===== config.mk =====
export PLATFORM = sky130hd
export DESIGN_NAME = if_id_reg_flat
export DESIGN_NICKNAME = d
export VERILOG_FILES = /design/src/rtl/if_id_reg_pkg.sv /design/src/rtl/if_id_reg_if.sv /design/src/rtl/if_id_reg_pipe.sv /design/src/rtl/if_id_reg.sv /design/src/flat_wrapper.sv
export SDC_FILE = /design/constraint.sdc
export NUM_CORES = 1
export LEC_CHECK = 0
export CAP_MARGIN = 30
export CORE_MARGIN = 4
export CORE_UTILIZATION = 40
export DETAILED_ROUTE_END_ITERATION = 7
export HOLD_SLACK_MARGIN = 0.12
export PLACE_DENSITY = 0.85
export SKIP_LAST_GASP = 1
export SLEW_MARGIN = 5
export SYNTH_ARGS = -nofsm -noshare
export SYNTH_HDL_FRONTEND = slang
export SYNTH_SLANG_ARGS = --single-unit

===== constraint.sdc =====
create_clock -name clk -period 1.5 [get_ports clk]
set_input_delay 0.3 -clock clk [delete_from_list [all_inputs] [get_ports clk]]
set_output_delay 0.3 -clock clk [all_outputs]
set_load 0.005 [all_outputs]

===== src/rtl/if_id_reg_pkg.sv =====
// Shared pipeline widths, bubble value and the IF/ID bundle.
// Also used by the other stage registers and the hazard unit.
package if_id_reg_pkg;

  localparam int INSTR_W = 32;
  localparam int PC_W    = 64;

  localparam logic [INSTR_W-1:0] BUBBLE_INSTR = 32'h0000_0000;

  typedef struct packed {
    logic [INSTR_W-1:0] instr;
    logic [PC_W-1:0]    pc;
  } if_id_t;

endpackage


===== src/rtl/if_id_reg_if.sv =====
// Fetch/hazard side to IF/ID register signal bundle.
// Master drives fetch data and squash controls; slave returns the registered bundle.
interface if_id_reg_if;
  import if_id_reg_pkg::*;

  logic [INSTR_W-1:0] instruction_in;
  logic [PC_W-1:0]    pc;
  logic               PCSrcD_Control;
  logic               flush;
  logic [INSTR_W-1:0] instruction_out;
  logic [PC_W-1:0]    out_pc;

  modport master (
    output instruction_in,
    output pc,
    output PCSrcD_Control,
    output flush,
    input  instruction_out,
    input  out_pc
  );

  modport slave (
    input  instruction_in,
    input  pc,
    input  PCSrcD_Control,
    input  flush,
    output instruction_out,
    output out_pc
  );

endinterface


===== src/rtl/if_id_reg_pipe.sv =====
// Generic stage register: sync reset and squash both load SQUASH_VAL.
// Shared by all pipeline stage registers.
module if_id_reg_pipe #(
  parameter int           W         = 96,
  parameter logic [W-1:0] SQUASH_VAL = '0
) (
  input  logic         clk,
  input  logic         rst,
  input  logic         squash,
  input  logic [W-1:0] d,
  output logic [W-1:0] q
);

  always_ff @(posedge clk) begin
    if (rst) begin
      q <= SQUASH_VAL;
    end else if (squash) begin
      q <= SQUASH_VAL;
    end else begin
      q <= d;
    end
  end

endmodule


===== src/rtl/if_id_reg.sv =====
// IF/ID pipeline register: one-cycle capture of instruction and PC.
// Taken branch in decode or a hazard flush loads a bubble.
module if_id_reg #(
  parameter int                 INSTR_W      = if_id_reg_pkg::INSTR_W,
  parameter int                 PC_W         = if_id_reg_pkg::PC_W,
  parameter logic [INSTR_W-1:0] BUBBLE_INSTR = if_id_reg_pkg::BUBBLE_INSTR
) (
  input logic      clk,
  input logic      rst,
  if_id_reg_if.slave bus
);

  localparam int W = INSTR_W + PC_W;
  localparam logic [W-1:0] SQUASH_VAL = {BUBBLE_INSTR, {PC_W{1'b0}}};

  logic         squash;
  logic [W-1:0] d;
  logic [W-1:0] q;

  assign squash = bus.flush | bus.PCSrcD_Control;
  assign d      = {bus.instruction_in, bus.pc};

  if_id_reg_pipe #(
    .W         (W),
    .SQUASH_VAL(SQUASH_VAL)
  ) u_pipe (
    .clk   (clk),
    .rst   (rst),
    .squash(squash),
    .d     (d),
    .q     (q)
  );

  assign bus.instruction_out = q[W-1:PC_W];
  assign bus.out_pc          = q[PC_W-1:0];

endmodule


===== src/flat_wrapper.sv =====
// flat-port wrapper written by rule: the top's interface ports become plain ports
module if_id_reg_flat 
#(
  parameter int                 INSTR_W      = if_id_reg_pkg::INSTR_W,
  parameter int                 PC_W         = if_id_reg_pkg::PC_W,
  parameter logic [INSTR_W-1:0] BUBBLE_INSTR = if_id_reg_pkg::BUBBLE_INSTR
)
  (clk, rst, bus_instruction_in, bus_pc, bus_PCSrcD_Control, bus_flush, bus_instruction_out, bus_out_pc);
  if_id_reg_if bus_i ();
  input logic clk;
  input logic rst;
  input wire logic [$bits(bus_i.instruction_in)-1:0] bus_instruction_in;
  input wire logic [$bits(bus_i.pc)-1:0] bus_pc;
  input wire logic [$bits(bus_i.PCSrcD_Control)-1:0] bus_PCSrcD_Control;
  input wire logic [$bits(bus_i.flush)-1:0] bus_flush;
  output wire logic [$bits(bus_i.instruction_out)-1:0] bus_instruction_out;
  output wire logic [$bits(bus_i.out_pc)-1:0] bus_out_pc;
  assign bus_i.instruction_in = bus_instruction_in;
  assign bus_i.pc = bus_pc;
  assign bus_i.PCSrcD_Control = bus_PCSrcD_Control;
  assign bus_i.flush = bus_flush;
  assign bus_instruction_out = bus_i.instruction_out;
  assign bus_out_pc = bus_i.out_pc;
  if_id_reg #(.INSTR_W(INSTR_W), .PC_W(PC_W), .BUBBLE_INSTR(BUBBLE_INSTR)) u_core (.clk(clk), .rst(rst), .bus(bus_i));
endmodule

Yosys cells after proc, flatten, opt, wreduce, memory -nomap -nowiden
Cells that the tools add are included.
{"block": "word_totals", "regBits": 96, "inputBits": 100, "wordCells": 3}
{"block": "op_classes", "reduce_logical": 1, "bitwise": 1}
{"operator": "2-bit OR reduction", "n": 1}
{"operator": "1-bit OR", "n": 1}

Logic depth before layout (Yosys ltp)
{"block": "depth", "depth_word": 2, "ltp_mapped": 4, "ltp_nobuf": 1}

Cells and area by module
Synthesis repeated with hierarchy kept, for this count alone.
{"block": "unflattened", "hier_cells": 215, "area_unflattened_um2": 3027.9}
{"module": "if_id_reg_pipe", "cells_each": 214, "area_per_inst_um2": 3021.6, "instances": 1, "seq_area_each_um2": 1921.8}
{"module": "if_id_reg", "cells_each": 1, "area_per_inst_um2": 6.3, "instances": 1, "seq_area_each_um2": 0.0}

Worst setup path after synthesis
No wires, ideal clock.
{"block": "synth_timing", "path_kind": "in2reg", "startpoint": "input port bus_PCSrcD_Control", "endpoint": "register u_core.u_pipe.q[52]", "path_stages": 4, "n_path_buf": 3, "t_required_ps": 1413, "setup_time_ps": 87, "arrival_time_ps": 914, "setup_slack_ps": 498, "path_cell_list": "buf_2 > buf_6 > buf_6 > nor4b_2"}
{"block": "synth_via", "elab_chain_len": 2}
{"item": "start, declared", "line": "flat_wrapper.sv:14", "source": "input wire logic [$bits(bus_i.PCSrcD_Control)-1:0] bus_PCSrcD_Control;"}
{"item": "1-bit OR", "line": "if_id_reg.sv:20", "source": "assign squash = bus.flush | bus.PCSrcD_Control;"}
{"item": "2-bit OR reduction (no source line)"}
{"item": "end signal, assigned", "line": "if_id_reg_pipe.sv:16", "source": "q <= SQUASH_VAL;"}
{"item": "end signal, assigned", "line": "if_id_reg_pipe.sv:18", "source": "q <= SQUASH_VAL;"}
{"item": "end signal, assigned", "line": "if_id_reg_pipe.sv:20", "source": "q <= d;"}
{"item": "end, declared", "line": "if_id_reg_pipe.sv:11", "source": "output logic [W-1:0] q"}
No other way between the ends.
A chain may end at the register's enable or synchronous reset.

Worst setup path in the final report
{"block": "layout_timing", "startpoint": "register u_core.u_pipe.q[88]", "endpoint": "output port bus_instruction_out[24]"}
{"item": "end, declared", "line": "flat_wrapper.sv:16", "source": "output wire logic [$bits(bus_i.instruction_out)-1:0] bus_instruction_out;"}
No word-level cell between the ends.

==> results.toml <==
[synthesis]
yosysTopAreaCellShare_pct = 59.0
synth_top_family_by_area = "simple AND/OR/NAND/NOR gates"
synth-simple-area-share_pct = 33.5
synth_area_mm2 = 0.00326
synth-compound-area-share_pct = 0
synth_edf_count = 0
synth_top_cell_by_area = "dfxtp_1"
synth.area.top_cells = "dfxtp_1 (59%), nor4b_2 (18%), nor4b_1 (15%)"
ys_types = 7
avgSynthCellArea_um2 = 14.5
syn-instance-count = 225
synth_async_sr_flop_share_pct = 0
synth-main-ff-cell = "dfxtp_1"
ys_seq_area_share_pct = 59.0
yosys-top-cells-count = "dfxtp_1 (96), nor4b_1 (56), nor4b_2 (40)"
ys_warn_count = 0
synth-adder-area-share_pct = 0
yosysMostFrequentCell = "dfxtp_1"
synth-xor-area-share_pct = 0
synth.mux.area_fraction_pct = 0
synth_nets = 325
ys_ff_latch = 96

[layout]
multiInputGateArea_mm2 = 0.00109
diodes = 0
nFillCells = 583
final-seq-area_mm2 = 0.00193
area_delta_synth_final_pct = 69.3
nets = 507
reg_top3 = "u_core.u_pipe.q (96)"
regMostFlops = "u_core.u_pipe.q"
drive_gt1_share_pct = 18.2
largest_reg_flops = 96

[critical_path]
cp_max_fo = 1
path_cells = "clkdlybuf4s50_1"
required_ns = 1.20
cpMaxStageDelayCell = "clkdlybuf4s50_1"
critPathArrivalTime_ns = 1.16
setup.worst_path.start_class = "register"
critical_path.top_delay_family = "buffers and inverters"
slowest_delay_ns = 0.49
crit_buf_inv = 1
endpoint_kind = "primary output"
crit_type = "reg2out"

[route]
top_layer = "met4"
dr_wl_met3_um = 950
vias = 2523
wl_met1_um = 3760
post_drt_wl_per_cell_um = 17.7
firstDrtPassIters = 4
drtAntennaViolNets = 0
route.met2.wl_um = 4190
via_per_inst = 4.92
drc = 0
drtIter0Drc = 74
drt_wl_total_um = 9080

[clock_network]
hold_buffers = 0
cts-root-buf = "clkbuf_8"
cts_made_buffers = 9
cts_sinks = 96
cts_tree = "built"
h-tree-depth = 3
cts_buffer_depth = 2
clk_pin_slew_ns = 0.08

[floorplan]
start_util_pct = 41.7
die_w_um = 98.2
core_area_mm2 = 0.00781
ios = 196
std_cell_rows = 32
die_y_um = 98.2
dieArea_mm2 = 0.00965

[sta]
fmax_mhz = 683
final.period_utilization_pct = 97.6
rsz0062_at_grt = "false"
slew_violations = 0
final-hold-violation-count = 0
finalSetupViolations = 0
max-slew-margin-rel_pct = 68.0
worst_pin_slew_ns = 0.480
finalCriticalPeriod_ns = 1.46
fin_tns_setup_ns = 0

[power_and_ir_drop]
p_total_mw = 4.77
p_per_area_mw_per_mm2 = 865
p_leak_nw = 2.97
vdd_drop_max_mv = 0.472

[run_status]
outcome = "complete, no violations"

[grt]
grt.total_usage_pct = 17.9
grt_max_degree = 41
grt_antenna_before_repair = 0
grt_pass1_wl_um = 13600
overflow = 0
grt_pass1_vias = 2585

[place]
place_congestion = 0.740
io_buffers = 195
hpwl_um = 6320

[job]
maxCapViolCount = 0

[min_path]
min_path_type = "in2reg"
[path summary, 6_finish.rpt]
check / startpoint / end / cells past startpoint
setup / recovery: u_core.u_pipe.q[88]$_SDFF_PP0_ / bus_instruction_out[24] / 1
hold / removal: bus_PCSrcD_Control / u_core.u_pipe.q[17]$_SDFF_PP0_ / 2
[placed cells by master, fill, tap and decap left out]
cell type        instances
dlygate4sd2_1           19
nor4b_1                 56
clkinv_2                 2
buf_4                    8
dfxtp_2                  8
clkdlybuf4s50_1        111
buf_12                   4
clkinvlp_4               2
dfxtp_1                 88
dlymetal6s2s_1          62
nor4b_2                 40
clkinv_4                 1
clkbuf_8                10
[power breakdown]
part           total, mW  switching [mW]  internal (mW)
sequential          2.63          0.0159           2.62
clock               1.49           0.849          0.636
combinational      0.652           0.235          0.417
total               4.77            1.10           3.67
[timing repair]
item,in CTS,in global routing
setup endpoints to repair,20,66
gates resized for setup,20,69
pin swaps,0,0
setup buffers,0,0
[per-stage QoR]
stage                     worst slack (ns)  utilization [%]  instance area, um2  std cells  hold slack (ns)
after detailed placement             0.121             66.6                5200        498            0.752
after CTS                         0.000120             68.5                5350        513            0.368
after global placement               0.282             66.6                5200        498            0.740
final                               0.0356             70.6                5520        513            0.386
after global routing               0.00130             70.6                5520        513            0.386
after floorplan                      0.498                -                3260        225            0.470
[final cells by class]
cell class	count	share of cell area, %
Timing Repair Buffer	204	39.8
Multi-Input combinational cell	96	19.8
Sequential cell	96	35.0
Clock inverter	5	0.613
Clock buffer	10	2.50
Tap cell	102	2.31
[per-layer routing]
| metal | vias to the layer above | track usage, % |
|---|---|---|
| met5 | - | 0 |
| met4 | 0 | 5.99 |
| met3 | 16 | 8.21 |
| met2 | 136 | 29.4 |
| met1 | 1169 | 20.7 |
| li1 | 1202 | - |
[logic make-up after synthesis]
group / Yosys count
buffers and inverters: 33
AND/OR/NAND/NOR: 96
flip-flops: 96
Note: power is estimated with default switching activity, not from simulation.
